[config.mk]
export PLATFORM = sky130hd
export DESIGN_NAME = wb_stage
export DESIGN_NICKNAME = d
export VERILOG_FILES = /design/src/rtl/lemon_pkg.sv /design/src/rtl/load_extract.sv /design/src/rtl/wb_stage.sv
export SDC_FILE = /design/constraint.sdc
export NUM_CORES = 1
export LEC_CHECK = 0
export ABC_CLOCK_PERIOD_IN_PS = 4500
export BUFFER_PORTS_ARGS = -buffer_cell sky130_fd_sc_hd__buf_4
export CAP_MARGIN = 30
export CORE_MARGIN = 4
export CORE_UTILIZATION = 35
export DETAILED_ROUTE_END_ITERATION = 6
export GPL_TIMING_DRIVEN = 0
export HOLD_SLACK_MARGIN = 0.03
export SLEW_MARGIN = 20
export SYNTH_ARGS = -nofsm -noshare
export SYNTH_HDL_FRONTEND = slang
export SYNTH_SLANG_ARGS = --single-unit
[constraint.sdc]
create_clock -name clk -period 4.5 [get_ports clk]
set_input_delay 0.9 -clock clk [delete_from_list [all_inputs] [get_ports clk]]
set_output_delay 0.9 -clock clk [all_outputs]
set_load 0.1 [all_outputs]
[src/rtl/lemon_pkg.sv]
// Shared types and constants for the lemon core pipeline.
// Writeback FSM states and RV64 load funct3 encodings.
package lemon_pkg;

  localparam int XLEN = 64;

  typedef enum logic [1:0] {
    IDLE,
    WAIT_MEM,
    COMMIT
  } wb_state_e;

  localparam logic [2:0] F3_LB  = 3'b000;
  localparam logic [2:0] F3_LH  = 3'b001;
  localparam logic [2:0] F3_LW  = 3'b010;
  localparam logic [2:0] F3_LD  = 3'b011;
  localparam logic [2:0] F3_LBU = 3'b100;
  localparam logic [2:0] F3_LHU = 3'b101;
  localparam logic [2:0] F3_LWU = 3'b110;

endpackage

[src/rtl/load_extract.sv]
// Byte-select and sign/zero-extend an aligned doubleword for RV64 loads.
// Flags illegal funct3 and misaligned halfword/word/doubleword accesses.
module load_extract
  import lemon_pkg::*;
(
  input  logic [XLEN-1:0] rdata,
  input  logic [2:0]      addr_lo,
  input  logic [2:0]      funct3,
  output logic [XLEN-1:0] data,
  output logic            err
);

  logic [XLEN-1:0] shifted;

  assign shifted = rdata >> {addr_lo, 3'b000};

  always_comb begin
    data = '0;
    err  = 1'b0;
    unique case (funct3)
      F3_LB: begin
        data = {{56{shifted[7]}}, shifted[7:0]};
      end
      F3_LH: begin
        data = {{48{shifted[15]}}, shifted[15:0]};
        err  = addr_lo[0];
      end
      F3_LW: begin
        data = {{32{shifted[31]}}, shifted[31:0]};
        err  = |addr_lo[1:0];
      end
      F3_LD: begin
        data = shifted;
        err  = |addr_lo;
      end
      F3_LBU: begin
        data = {56'd0, shifted[7:0]};
      end
      F3_LHU: begin
        data = {48'd0, shifted[15:0]};
        err  = addr_lo[0];
      end
      F3_LWU: begin
        data = {32'd0, shifted[31:0]};
        err  = |addr_lo[1:0];
      end
      default: begin
        err = 1'b1;
      end
    endcase
  end

endmodule

[src/rtl/wb_stage.sv]
// Writeback stage: retires one instruction per handshake, waits on
// load data, and drives the register file write port and commit strobe.
module wb_stage
  import lemon_pkg::*;
#(
  parameter int ADDR_WIDTH = 5,
  parameter int DATA_WIDTH = 64
) (
  input  logic                  clk,
  input  logic                  rst_n,
  input  logic                  in_valid,
  output logic                  in_ready,
  input  logic [ADDR_WIDTH-1:0] in_rd,
  input  logic                  in_wen,
  input  logic                  in_is_load,
  input  logic [2:0]            in_funct3,
  input  logic [2:0]            in_addr_lo,
  input  logic [DATA_WIDTH-1:0] in_result,
  input  logic [63:0]           in_pc,
  input  logic                  mem_rvalid,
  input  logic [DATA_WIDTH-1:0] mem_rdata,
  output logic                  rf_wen,
  output logic [ADDR_WIDTH-1:0] rf_rd,
  output logic [DATA_WIDTH-1:0] rf_dataD,
  output logic                  commit_valid,
  output logic [63:0]           commit_pc,
  output logic                  wb_err
);

  wb_state_e             state;
  logic [ADDR_WIDTH-1:0] rd_q;
  logic                  wen_q;
  logic [2:0]            f3_q;
  logic [2:0]            alo_q;
  logic [63:0]           pc_q;
  logic [XLEN-1:0]       ext_data;
  logic                  ext_err;
  logic                  accept;

  // Gated by rst_n so nothing is accepted while reset is held.
  assign in_ready = rst_n && (state != WAIT_MEM);
  assign accept   = in_valid && in_ready;

  load_extract u_extract (
    .rdata   (mem_rdata),
    .addr_lo (alo_q),
    .funct3  (f3_q),
    .data    (ext_data),
    .err     (ext_err)
  );

  always_ff @(posedge clk or negedge rst_n) begin
    if (!rst_n) begin
      state        <= IDLE;
      rd_q         <= '0;
      wen_q        <= 1'b0;
      f3_q         <= '0;
      alo_q        <= '0;
      pc_q         <= '0;
      rf_wen       <= 1'b0;
      rf_rd        <= '0;
      rf_dataD     <= '0;
      commit_valid <= 1'b0;
      commit_pc    <= '0;
      wb_err       <= 1'b0;
    end else begin
      rf_wen       <= 1'b0;
      commit_valid <= 1'b0;
      wb_err       <= 1'b0;
      unique case (state)
        WAIT_MEM: begin
          if (mem_rvalid) begin
            state        <= COMMIT;
            commit_valid <= 1'b1;
            commit_pc    <= pc_q;
            rf_rd        <= rd_q;
            wb_err       <= ext_err;
            rf_wen       <= wen_q && (rd_q != '0) && !ext_err;
            rf_dataD     <= ext_err ? '0 : ext_data;
          end
        end
        IDLE, COMMIT: begin
          if (accept && in_is_load) begin
            state <= WAIT_MEM;
            rd_q  <= in_rd;
            wen_q <= in_wen;
            f3_q  <= in_funct3;
            alo_q <= in_addr_lo;
            pc_q  <= in_pc;
          end else if (accept) begin
            state        <= COMMIT;
            commit_valid <= 1'b1;
            commit_pc    <= in_pc;
            rf_rd        <= in_rd;
            rf_wen       <= in_wen && (in_rd != '0);
            rf_dataD     <= in_result;
          end else begin
            state <= IDLE;
          end
        end
        default: state <= IDLE;
      endcase
    end
  end

endmodule
## Yosys cells after proc, flatten, opt, wreduce, memory -nomap -nowiden

Cells that the tools add are included.

| cells by class | value |
|---|---|
| equal/unequal tests | 12 |
| shift-type cells | 1 |
| mux-type cells | 29 |
| reductions and logical operators | 20 |

Operators with widths:

| kind | count |
|---|---|
| $mux 64 | 7 |
| $pmux 64 s7 | 1 |
| $pmux 64 s2 | 2 |
| $shr 64x6->64 | 1 |
| $mux 5 | 3 |
| $pmux 5 s2 | 1 |
| $reduce_bool 5->1 | 2 |
| $reduce_or 2->1 | 5 |
| $eq 3x3->1 const B | 3 |
| $mux 1 | 8 |
| $eq 3x2->1 const B | 2 |
| $logic_and 1x1->1 | 6 |
| $mux 2 | 3 |
| $ne 2x2->1 const B | 3 |
| $pmux 1 s2 | 2 |
| $pmux 1 s4 | 1 |
| $pmux 2 s2 | 1 |
| $reduce_and 4->1 | 1 |
| $eq 3x1->1 const B | 1 |
| $logic_not 3->1 | 1 |
| $reduce_or 3->1 | 1 |
| $eq 2x1->1 const B | 1 |
| $eq 2x2->1 const B | 1 |
| $logic_not 2->1 | 1 |
| other kinds (4) | 4 |

| word-level totals | value |
|---|---|
| bits in registers | 214 |
| output and inout port bits | 137 |

## Depth between registers and ports, before layout

Gate-level depths: netlist of run 1.

| depth | value |
|---|---|
| depth after elaboration | 7 |
| depth in mapped cells | 9 |
| gate-level depth less buffers | 7 |

## Modules after synthesis

From an unflattened synthesis of run 1, not the netlist that was laid out.

| unflattened totals | value |
|---|---|
| cell total of the unflattened synthesis | 924 |
| area total of the unflattened synthesis | 12,102.9 um^2 |

Modules (own cells, without submodules):

| module | times used | cells an instance | area an instance (um^2) | sequential area each (um^2) |
|---|---|---|---|---|
| wb_stage | 1 | 620 | 9,422.8 | 5,355.1 |
| load_extract | 1 | 304 | 2,680.1 | 0.0 |

## Least setup slack after synthesis of run 1

No wires, ideal clock.

| path | value |
|---|---|
| kind | input-to-output |
| from | input rst_n |
| to | output in_ready |
| arrival | 1.634 ns |
| path slack | 1.966 ns |
| stages | 1 |
| buffers on the path | 0 |
| cells stage by stage | and2_1 |

| between the ends | value |
|---|---|
| word-level cells in the longest chain between the ends | 1 |

Ends and longest elaborated chain:

| item | RTL line | text |
|---|---|---|
| start: declaration | wb_stage.sv:10 | `input logic rst_n,` |
| $logic_and 1x1->1 | wb_stage.sv:41 | `assign in_ready = rst_n && (state != WAIT_MEM);` |
| end: declaration | wb_stage.sv:12 | `output logic in_ready,` |

No other way between the ends.

## Final worst setup path of run 1

| path | value |
|---|---|
| from | input rst_n |
| to | register rf_dataD[39] |

| between the ends | value |
|---|---|
| word-level cells in the longest chain between the ends | 5 |

Ends and longest elaborated chain:

| item | RTL line | text |
|---|---|---|
| $logic_and 1x1->1 (*) | wb_stage.sv:41 |  |
| $logic_and 1x1->1 (*) | wb_stage.sv:42 | `assign accept = in_valid && in_ready;` |
| $logic_and 1x1->1 | wb_stage.sv:83 | `if (accept && in_is_load) begin` |
| $ne 2x2->1 (no line) | n/a |  |
| $reduce_and 4->1 (no line) (*) | n/a |  |
| end signal: assignment | wb_stage.sv:79 | `rf_dataD <= ext_err ? '0 : ext_data;` |
| end signal: assignment | wb_stage.sv:96 | `rf_dataD <= in_result;` |
| end: declaration | wb_stage.sv:24 | `output logic [DATA_WIDTH-1:0] rf_dataD,` |

Every way passes the cells marked *; elsewhere a longest branch is shown, timed or not.
A chain may end at the register's enable or synchronous reset.

==> reports/results.ini, run 1 <==
[sta]
slew_headroom_pct=34.73
setup_slack_ps=767.2
layout_min_cycle_time_ps=3733
grt_setup_unrepaired=no
fin_setup_tns_ps=0
final-hold-violation-count=0
min_period_over_period_pct=82.95
fmax_mhz=267.9
finClkSkew_ps=11.38
whs_ps=312.1
worst_pin_slew_ps=975.4
final-max-slew-violation-count=0
setup_viol=0

[detailed_routing]
drtPass1Iterations=5
vias=9922
drc=0
drtIter0Drc=591
wire_per_inst_um=24.50
totalWireLength_mm=44.36
ant_nets=0
vias_per_cell=5.479

[global_routing]
antenna_found_initial=2
grt_pass1_wl_mm=66.11
grt_pass1_vias=10490
grt_max_degree=90
grt_overflow=0
grt_use_total_pct=24.19

[clock_network]
h-tree-depth=1
cts_buffers=25
postCtsResizedCells=0
clkTransAtPathRegs_ps=70
cts_buffer_depth=3
cts_root_buf=clkbuf_16
clock-sinks=214
postCtsHoldBufs=0
clk_latency_ps=530
cts_tree=built
postCtsSetupRepairBufs=0

[synth]
yosysSeqAreaShare_pct=47.25
ys_top_cells_by_count=214 x dfrtp_1, 127 x mux2i_1, 113 x nand2_1
synth_cell_types=62
synthCells=1017
syn_avg_cell_area_um2=11.15
syn_nets=1232
synth-edff-count=0
synthTopCellsByArea=dfrtp_1 47%, mux2i_1 11%, mux2_2 9.0%
synth_ff_type=dfrtp_1
yosysMostFrequentCell=dfrtp_1
yosysTopAreaCellShare_pct=47.25
synthArstFlopShare_pct=100.0
synth-seq-cells=214
yosys_warnings=0
synth_area_leader_cell=dfrtp_1
syn_area_um2=11330

[critical_path]
worstPathMaxFanout=89
worst_setup_path_end_kind=register
cp-start-kind=primary input
crit_chain=buf_8, buf_16, and4bb_2, nor2_1, buf_2, nor3_2, clkbuf_1, o211ai_1, nand3_1
required_ps=4970
crit_path_max_incr_delay_ps=600
arrival_ps=4200
path_buf_inv=4
crit_family=buffers and inverters
cp_slowest_cell=nor3_2
critPathKind=in2reg

[run_status]
status=finished clean

[pwr]
intPower_mw=4.952
cellPowerDensity_nw_per_um2=635.8
comb_power_share_pct=50.3
p_leak_nw=7.114
pwr-share-seq_pct=27.7
p_clk_share_pct=22.0
ir_worst_vdd_v=0.0003665
p_switching_mw=4.813
p_total_mw=9.765
swShare_pct=49.29

[place]
dp_cells=1766
gp_congestion=0.9165
portBuffers=345
hpwl_mm=33.68
place_ws_ps=86.69

[cells_and_area]
final_cells=1811
antennaDiodeCount=0
drive_gt1_share_pct=40.10
fin_nets=1606
area_delta_synth_final_pct=35.50
nFillCells=3019
multi_input_area_um2=5532
area.sequential_um2=5355

[floorplan]
ios=346
die_area_um2=35330
die_h_um=188.0
die_x_um=188.0
rows=65
design.core.area_um2=31720
initial_utilization_pct=35.74

[hold_path]
hold_class=in2async

[run]
max-cap-violations=0

[worst paths after layout]
kind | from | to | slack, ps | cells past startpoint
min in group clk | rf_dataD[12] | rf_dataD[12] | 480 | 2
max in group asynchronous | rst_n | pc_q[29] | 3340 | 2
worst max register to register | f3_q[0] | rf_dataD[39] | 1640 | 8
worst min-delay path | rst_n | pc_q[39] | 310 | 1
worst min register to register | rf_dataD[12] | rf_dataD[12] | 480 | 2
worst max-delay path | rst_n | rf_dataD[39] | 770 | 9
[cells in the final DEF (no fill, tap or decap), types with 3 or more instances in the layout]
| master | netlist | routed |
|---|---|---|
| a21oi_1 | 24 | 24 |
| buf_1 | 11 | 11 |
| nand3_2 | 10 | 10 |
| a221oi_1 | 27 | 27 |
| a2bb2oi_1 | 6 | 6 |
| mux2_2 | 91 | 91 |
| clkbuf_16 | 0 | 25 |
| buf_2 | 19 | 19 |
| o211ai_2 | 6 | 6 |
| bufinv_16 | 0 | 3 |
| mux4_2 | 14 | 14 |
| nand2b_1 | 12 | 12 |
| clkinvlp_4 | 0 | 4 |
| inv_1 | 7 | 7 |
| ha_1 | 6 | 6 |
| clkinv_2 | 0 | 3 |
| clkinv_4 | 0 | 3 |
| buf_4 | 11 | 355 |
| o2111ai_1 | 4 | 4 |
| mux2i_1 | 127 | 127 |
| nor2b_1 | 6 | 6 |
| nor3b_1 | 44 | 44 |
| dfrtp_1 | 214 | 214 |
| nand2_1 | 113 | 113 |
| clkbuf_8 | 0 | 5 |
| o21ai_0 | 93 | 93 |
| nand3b_1 | 17 | 17 |
| o211ai_1 | 8 | 8 |
| o22ai_1 | 11 | 11 |
| clkbuf_1 | 37 | 38 |
| a211oi_1 | 4 | 4 |
| nand3_1 | 24 | 24 |
| buf_6 | 5 | 5 |
| nor2_1 | 26 | 26 |
| and2_1 | 3 | 3 |
[state kept, by name, indices dropped and copies added (netlist names)]
signal / flops
rd_q: 5
state: 2
f3_q: 3
rf_dataD: 64
wb_err: 1
wen_q: 1
pc_q: 64
alo_q: 3
rf_wen: 1
commit_pc: 64
commit_valid: 1
rf_rd: 5
[power groups by stage]
| stage | Combinational (mW) | Sequential, mW | Clock (mW) |
|---|---|---|---|
| after floorplan | 1.23 | 5.10 | 0 |
| after global placement | 4.89 | 2.72 | 0 |
| after detailed placement | 4.93 | 2.73 | 0 |
| after CTS | 4.93 | 2.71 | 2.21 |
| after global routing | 5.12 | 2.77 | 2.27 |
| final | 4.91 | 2.71 | 2.14 |
[worst reg2reg max path: stages (launching register included)]
cell	delay, ps
dfrtp_1	400
inv_1	110
ha_1	240
o21ai_0	280
o311ai_2	230
nor3_2	540
clkbuf_1	600
o211ai_1	260
nand3_1	140
[cell type report]
| cell class | instances | area share (%) |
|---|---|---|
| multi-input cells | 711 | 36.02 |
| flip-flops and latches | 214 | 34.87 |
| repair buffers | 347 | 17.27 |
| clock buffers | 31 | 4.546 |
| well taps | 402 | 3.275 |
| plain buffers | 83 | 2.697 |
| clock inverters | 14 | 1.108 |
| inverters | 9 | 0.2200 |
[cell families after synthesis]
group,count (synthesis),share of synthesized area (%)
simple gates,273,13.26
mux,233,23.17
flops,214,47.25
compound gates,199,11.71
buf+inv,92,3.952
fa+ha+maj,6,0.6623
[metrics by stage]
stage / cell area, µm² / util (%)
finish: 15360 / 48.42
global route: 15360 / 48.42
CTS: 15360 / 48.42
detailed placement: 14490 / 45.68
global placement: 14430 / 45.49
floorplan: 11330 / -
[layer usage]
metal | track usage [%] | up-vias | wire length [µm]
met2 | 40.72 | 461 | 20840
li1 | - | 4457 | -
met5 | 0 | - | 40
met3 | 8.358 | 78 | 4604
met4 | 7.595 | 4 | 1542
met1 | 29.28 | 4922 | 17330
No activity file was read; power rests on OpenSTA's default activity.
==> run 2, diff against run 1 <==
- ABC_AREA: unset -> 1
- ABC_CLOCK_PERIOD_IN_PS: 4500 -> 3900
- clock period: 4.5 -> 3.9 ns (I/O delays scaled with it)
==> reports/results.ini, run 2 <==
[run_status]
status=finished clean  ; unchanged

[place]
place_ws_ps=875.5  ; was 86.69 ps
gp_congestion=0.9747  ; was 0.9165
portBuffers=345  ; unchanged
hpwl_mm=34.23  ; was 33.68 mm
dp_cells=2218  ; was 1766

[synth]
synth_cell_types=43  ; was 62
syn_avg_cell_area_um2=8.217  ; was 11.15 µm²
synth_ff_type=dfrtp_1  ; unchanged
synthTopCellsByArea=dfrtp_1 46%, nand2_1 12%, mux2_2 6.5%  ; was dfrtp_1 47%, mux2i_1 11%, mux2_2 9.0%
synth-seq-cells=214  ; unchanged
synth-edff-count=0  ; unchanged
yosys_warnings=0  ; unchanged
yosysMostFrequentCell=nand2_1  ; was dfrtp_1
yosysTopAreaCellShare_pct=45.60  ; was 47.25%
synthArstFlopShare_pct=100.0  ; unchanged
ys_top_cells_by_count=370 x nand2_1, 214 x dfrtp_1, 176 x nor2_1  ; was 214 x dfrtp_1, 127 x mux2i_1, 113 x nand2_1
yosysSeqAreaShare_pct=45.60  ; was 47.25%
synthCells=1429  ; was 1017
syn_area_um2=11740  ; was 11330 µm²
syn_nets=1644  ; was 1232
synth_area_leader_cell=dfrtp_1  ; unchanged

[sta]
worst_pin_slew_ps=639.5  ; was 975.4 ps
slew_headroom_pct=57.37  ; was 34.73%
final-max-slew-violation-count=0  ; unchanged
setup_viol=0  ; unchanged
grt_setup_unrepaired=no  ; unchanged
setup_slack_ps=1012  ; was 767.2 ps
min_period_over_period_pct=74.04
finClkSkew_ps=17.14  ; was 11.38 ps
fmax_mhz=346.3
layout_min_cycle_time_ps=2888
final-hold-violation-count=0  ; unchanged

[pwr]
ir_worst_vdd_v=0.0004703  ; was 0.0003665 V
p_total_mw=11.23  ; was 9.765 mW
cellPowerDensity_nw_per_um2=714.6  ; was 635.8 nW/µm²
p_leak_nw=7.436  ; was 7.114 nW

[clock_network]
cts_buffers=25  ; unchanged
clkTransAtPathRegs_ps=60  ; was 70 ps
clk_latency_ps=530  ; about the same
cts_buffer_depth=3  ; unchanged
cts_tree=built  ; unchanged
postCtsResizedCells=0  ; unchanged
h-tree-depth=1  ; unchanged
postCtsSetupRepairBufs=0  ; unchanged
cts_root_buf=clkbuf_16  ; unchanged
postCtsHoldBufs=0  ; unchanged
clock-sinks=214  ; unchanged

[critical_path]
worst_setup_path_end_kind=primary output  ; was register
crit_chain=buf_8, buf_16, inv_1, nor2_1, buf_4  ; was buf_8, buf_16, and4bb_2, nor2_1, buf_2, nor3_2, clkbuf_1, o211ai_1, nand3_1
cp_slowest_cell=buf_16  ; was nor3_2
required_ps=3120  ; was 4970 ps
crit_path_max_incr_delay_ps=370  ; was 600 ps
worstPathMaxFanout=78  ; was 89
arrival_ps=2110  ; was 4200 ps
critPathKind=in2out  ; was in2reg
cp-start-kind=primary input  ; unchanged

[floorplan]
die_x_um=191.2  ; was 188.0 µm
rows=66  ; was 65
die_h_um=191.2  ; was 188.0 µm
die_area_um2=36540  ; was 35330 µm²
initial_utilization_pct=35.82  ; was 35.74%
design.core.area_um2=32780  ; was 31720 µm²
ios=346  ; unchanged

[detailed_routing]
drc=0  ; unchanged
vias=11530  ; was 9922
totalWireLength_mm=43.74  ; was 44.36 mm
drtIter0Drc=649  ; was 591
ant_nets=0  ; unchanged
wire_per_inst_um=19.34  ; was 24.50 µm
drtPass1Iterations=5  ; unchanged
vias_per_cell=5.099  ; was 5.479

[cells_and_area]
drive_gt1_share_pct=32.49  ; was 40.10%
fin_nets=2018  ; was 1606
area_delta_synth_final_pct=33.84  ; was 35.50%
final_cell_mix=370 x nand2_1, 356 x buf_4, 214 x dfrtp_1  ; was 355 x buf_4, 214 x dfrtp_1, 127 x mux2i_1
reg.largest.list=commit_pc: 64 flops, pc_q: 64 flops, rf_dataD: 64 flops  ; unchanged
final_cells=2262  ; was 1811
final_common_cell=nand2_1  ; was buf_4

[global_routing]
grt_overflow=0  ; unchanged
grt_use_total_pct=23.02  ; was 24.19%
grt_max_degree=93  ; was 90
grt_pass1_vias=11420  ; was 10490
antenna_found_initial=1  ; was 2
grt_pass1_wl_mm=66.18  ; was 66.11 mm

[run]
max-cap-violations=0  ; unchanged

[hold_path]
hold_class=in2async  ; unchanged

==> run 2: cell count changes in the layout (fill, tap and decap cells not counted), moves of 27 or more <==
cell      delta
nand2_1    +257
inv_1       +40
nor2_1     +150
nand4_1     +34
a221oi_1    -27
nor3b_1     -44
a31oi_1     +69
a21oi_1     +97
mux2i_1    -127
o21ai_0     -37
nand3_1     +31
==> run 2: critical path, delay by kind of cell <==
family,cells,cell delay (ps)
and+or+nand+nor,1,130
buffers and inverters,4,1140
==> run 2: worst paths after layout <==
check,from,end,slack [ps],depth (start not counted)
worst min register to register,state[1],state[0],470,1
min in group clk,mem_rvalid,state[0],450,2
max in group asynchronous,rst_n,rf_dataD[36],2920,2
worst max-delay path,rst_n,in_ready,1010,5
worst max register to register,alo_q[2],rf_dataD[6],1780,7
worst min-delay path,rst_n,commit_pc[22],150,1
==> run 2: power breakdown <==
| group | total, mW | internal (mW) | switching (mW) | leakage, nW |
|---|---|---|---|---|
| logic | 5.90 | 1.41 | 4.49 | 4.61 |
| registers | 3.12 | 2.79 | 0.331 | 2.45 |
| clock network | 2.21 | 1.27 | 0.942 | 0.373 |
==> run 2: stage by stage <==
step / area [µm²] / TNS [ps] / hold WS [ps] / util [%]
floorplan: 11740 / 0 / 433.4 / -
global placement: 14890 / -138710 / 459.6 / 45.40
detailed placement: 14950 / 0 / 457.6 / 45.60
CTS: 15710 / 0 / 141.9 / 47.93
global route: 15720 / 0 / 149.9 / 47.94
finish: 15720 / 0 / 147.2 / 47.94
==> run 2: per-layer routing <==
layer,track usage [%],share of wire (%)
met2,38.79,48
met4,5.912,2.6
met5,0,0
met3,5.972,8.6
met1,29.63,41
==> run 2: layout make-up <==
cell class | count | area (µm²)
fill | 3234 | 17070
multi-input combinational | 1048 | 5466
sequential | 214 | 5355
timing repair buffer | 347 | 2653
clock buffer | 37 | 710.7
buffer | 110 | 690.7
tap | 442 | 553.0
inverter | 57 | 230.2
clock inverter | 6 | 55.05
antenna | 1 | 2.502
==> run 2: cells by family (layout without fill, tap and decap cells) <==
kind of cell	Yosys count	in the layout	share of synthesized area (%)
AOI/OAI and AO/OA	311	311	15.48
adders and majority gates	6	6	0.6393
buffers and inverters	167	557	7.842
DFF	214	214	45.60
muxes	68	68	6.521
other	0	1	0
and+or+nand+nor	663	663	23.91
==> run 3, diff against run 2 <==
- ABC_AREA: 1 -> 0
- ABC_CLOCK_PERIOD_IN_PS: 3900 -> 2600
- clock period: 3.9 -> 2.6 ns (I/O delays scaled with it)
==> reports/results.ini, run 3 (synthesis results as in run 1) <==
[run_status]
status=finished clean  ; unchanged

[detailed_routing]
wire_per_inst_um=24.62  ; was 19.34 µm
vias_per_cell=5.485  ; was 5.099
drc=0  ; unchanged
drtIter0Drc=581  ; was 649
totalWireLength_mm=44.71  ; was 43.74 mm
drtPass1Iterations=5  ; unchanged
ant_nets=0  ; unchanged
vias=9961  ; was 11530

[sta]
worst_pin_slew_ps=840.7  ; was 639.5 ps
finClkSkew_ps=13.27  ; was 17.14 ps
grt_setup_unrepaired=no  ; unchanged
layout_min_cycle_time_ps=2460
whs_ps=86.98  ; was 147.2 ps
min_period_over_period_pct=94.61
slew_headroom_pct=43.95  ; was 57.37%
fmax_mhz=406.5
setup_viol=0  ; unchanged
final-hold-violation-count=0  ; unchanged
final-max-slew-violation-count=0  ; unchanged

[global_routing]
grt_use_total_pct=24.41  ; was 23.02%
grt_pass1_vias=10500  ; was 11420
grt_max_degree=70  ; was 93
antenna_found_initial=2  ; was 1
grt_pass1_wl_mm=66.68  ; was 66.18 mm
grt_overflow=0  ; unchanged

[cells_and_area]
final_cell_mix=357 x buf_4, 214 x dfrtp_1, 127 x mux2i_1  ; was 370 x nand2_1, 356 x buf_4, 214 x dfrtp_1
multi_input_area_um2=5555  ; was 5466 µm²
area.sequential_um2=5355  ; unchanged
antennaDiodeCount=0  ; was 1
final_cells=1816  ; was 2262
area_delta_synth_final_pct=37.05  ; was 33.84%
drive_gt1_share_pct=41.09  ; was 32.49%
reg.largest.list=commit_pc: 64 flops, pc_q: 64 flops, rf_dataD: 64 flops  ; unchanged
utilization_pct=48.97  ; was 47.94%
final_common_cell=buf_4  ; was nand2_1
fin_area_um2=15530  ; was 15720 µm²
nFillCells=3003  ; was 3234
fin_nets=1611  ; was 2018

[floorplan]
initial_utilization_pct=35.74  ; was 35.82%
rows=65  ; was 66
die_h_um=188.0  ; was 191.2 µm
die_x_um=188.0  ; was 191.2 µm
design.core.area_um2=31720  ; was 32780 µm²
die_area_um2=35330  ; was 36540 µm²
ios=346  ; unchanged

[clock_network]
cts_tree=built  ; unchanged
h-tree-depth=1  ; unchanged
cts_root_buf=clkbuf_16  ; unchanged
clkTransAtPathRegs_ps=60  ; about the same
postCtsSetupRepairBufs=0  ; unchanged
clk_latency_ps=530  ; about the same
cts_buffers=25  ; unchanged
cts_buffer_depth=3  ; unchanged
clock-sinks=214  ; unchanged

[pwr]
swShare_pct=49.26  ; was 51.31%
cellPowerDensity_nw_per_um2=1091  ; was 714.6 nW/µm²
p_clk_share_pct=21.9  ; was 19.7%
p_leak_nw=7.219  ; was 7.436 nW
p_switching_mw=8.347  ; was 5.762 mW
intPower_mw=8.599  ; was 5.468 mW
pwr-share-seq_pct=27.6  ; was 27.8%
ir_worst_vdd_v=0.0006338  ; was 0.0004703 V
comb_power_share_pct=50.5  ; was 52.5%

[run]
max-cap-violations=0  ; unchanged

[critical_path]
cp-start-kind=register  ; was primary input
crit_chain=buf_4, buf_4, buf_4, clkbuf_1, o21ai_0, a221oi_1, nand2_1  ; was buf_8, buf_16, inv_1, nor2_1, buf_4
critPathKind=reg2reg  ; was in2out
crit_family=buffers and inverters  ; unchanged
arrival_ps=2860  ; was 2110 ps
rrSetupSlack_ps=140  ; was 1780 ps
required_ps=3000  ; was 3120 ps
worst_setup_path_end_kind=register  ; was primary output
worstPathMaxFanout=10  ; was 78
cp_slowest_cell=clkbuf_1  ; was buf_16
cp_common_cell=buf_4
path_buf_inv=4  ; unchanged
crit_path_max_incr_delay_ps=530  ; was 370 ps

[place]
portBuffers=345  ; unchanged
dp_cells=1766  ; was 2218
gp_congestion=0.9165  ; was 0.9747
placed_area_um2=14490  ; was 14950 µm²
hpwl_mm=33.68  ; was 34.23 mm

[hold_path]
hold_class=in2async  ; unchanged

[run 3: area by class of cell]
cell class	instances	area share [%]
multi-input combinational	711	35.76
timing repair buffer	352	17.91
inverter	9	0.2175
tap	402	3.238
clock inverter	14	1.095
buffer	83	2.803
clock buffer	31	4.495
sequential	214	34.47
[run 3: final timing paths]
| check | startpoint | to | cells after the start |
|---|---|---|---|
| min in group clk | mem_rvalid | state[0] | 2 |
| min reg2reg | rf_dataD[12] | rf_dataD[12] | 2 |
| max | alo_q[0] | rf_dataD[46] | 7 |
| max reg2reg | alo_q[0] | rf_dataD[46] | 7 |
| min | rst_n | pc_q[50] | 3 |
| max in group asynchronous | rst_n | rf_dataD[2] | 3 |
[run 3: metrics by stage]
stage               power (mW)  setup TNS (ps)  setup slack [ps]
floorplan                10.96               0             495.3
global placement         13.18         -643510             -3029
detailed placement       13.26         -136280             -1433
CTS                      17.08               0             17.44
global route             17.64               0            0.9781
finish                   16.95               0             140.3
[run 3: power groups by stage]
stage	Combinational (mW)	Clock [mW]	Sequential, mW
global route	8.91	3.94	4.79
global placement	8.47	0	4.71
detailed placement	8.53	0	4.73
CTS	8.57	3.83	4.69
finish	8.55	3.71	4.68
floorplan	2.13	0	8.82
[run 3: tightest hold or removal path: stages]
cell and delay (ps):
buf_12 110, buf_16 110, buf_16 270
[run 3: per-layer routing]
layer / track usage [%] / wire (µm) / vias to the layer above
li1: - / - / 4469
met1: 29.75 / 17430 / 4933
met2: 41.25 / 21200 / 480
met3: 8.209 / 4587 / 75
met4: 7.199 / 1454 / 4
met5: 0 / 40 / -
[run 3: what timing repair did]
| action | 4_1_cts | 5_1_grt |
|---|---|---|
| hold buffers | 4 | 0 |
| hold endpoints to repair | 59 | 0 |
| endpoints found under the setup margin | 126 | 19 |
| resized for setup | 14 | 5 |
| gates cloned | 1 | 0 |
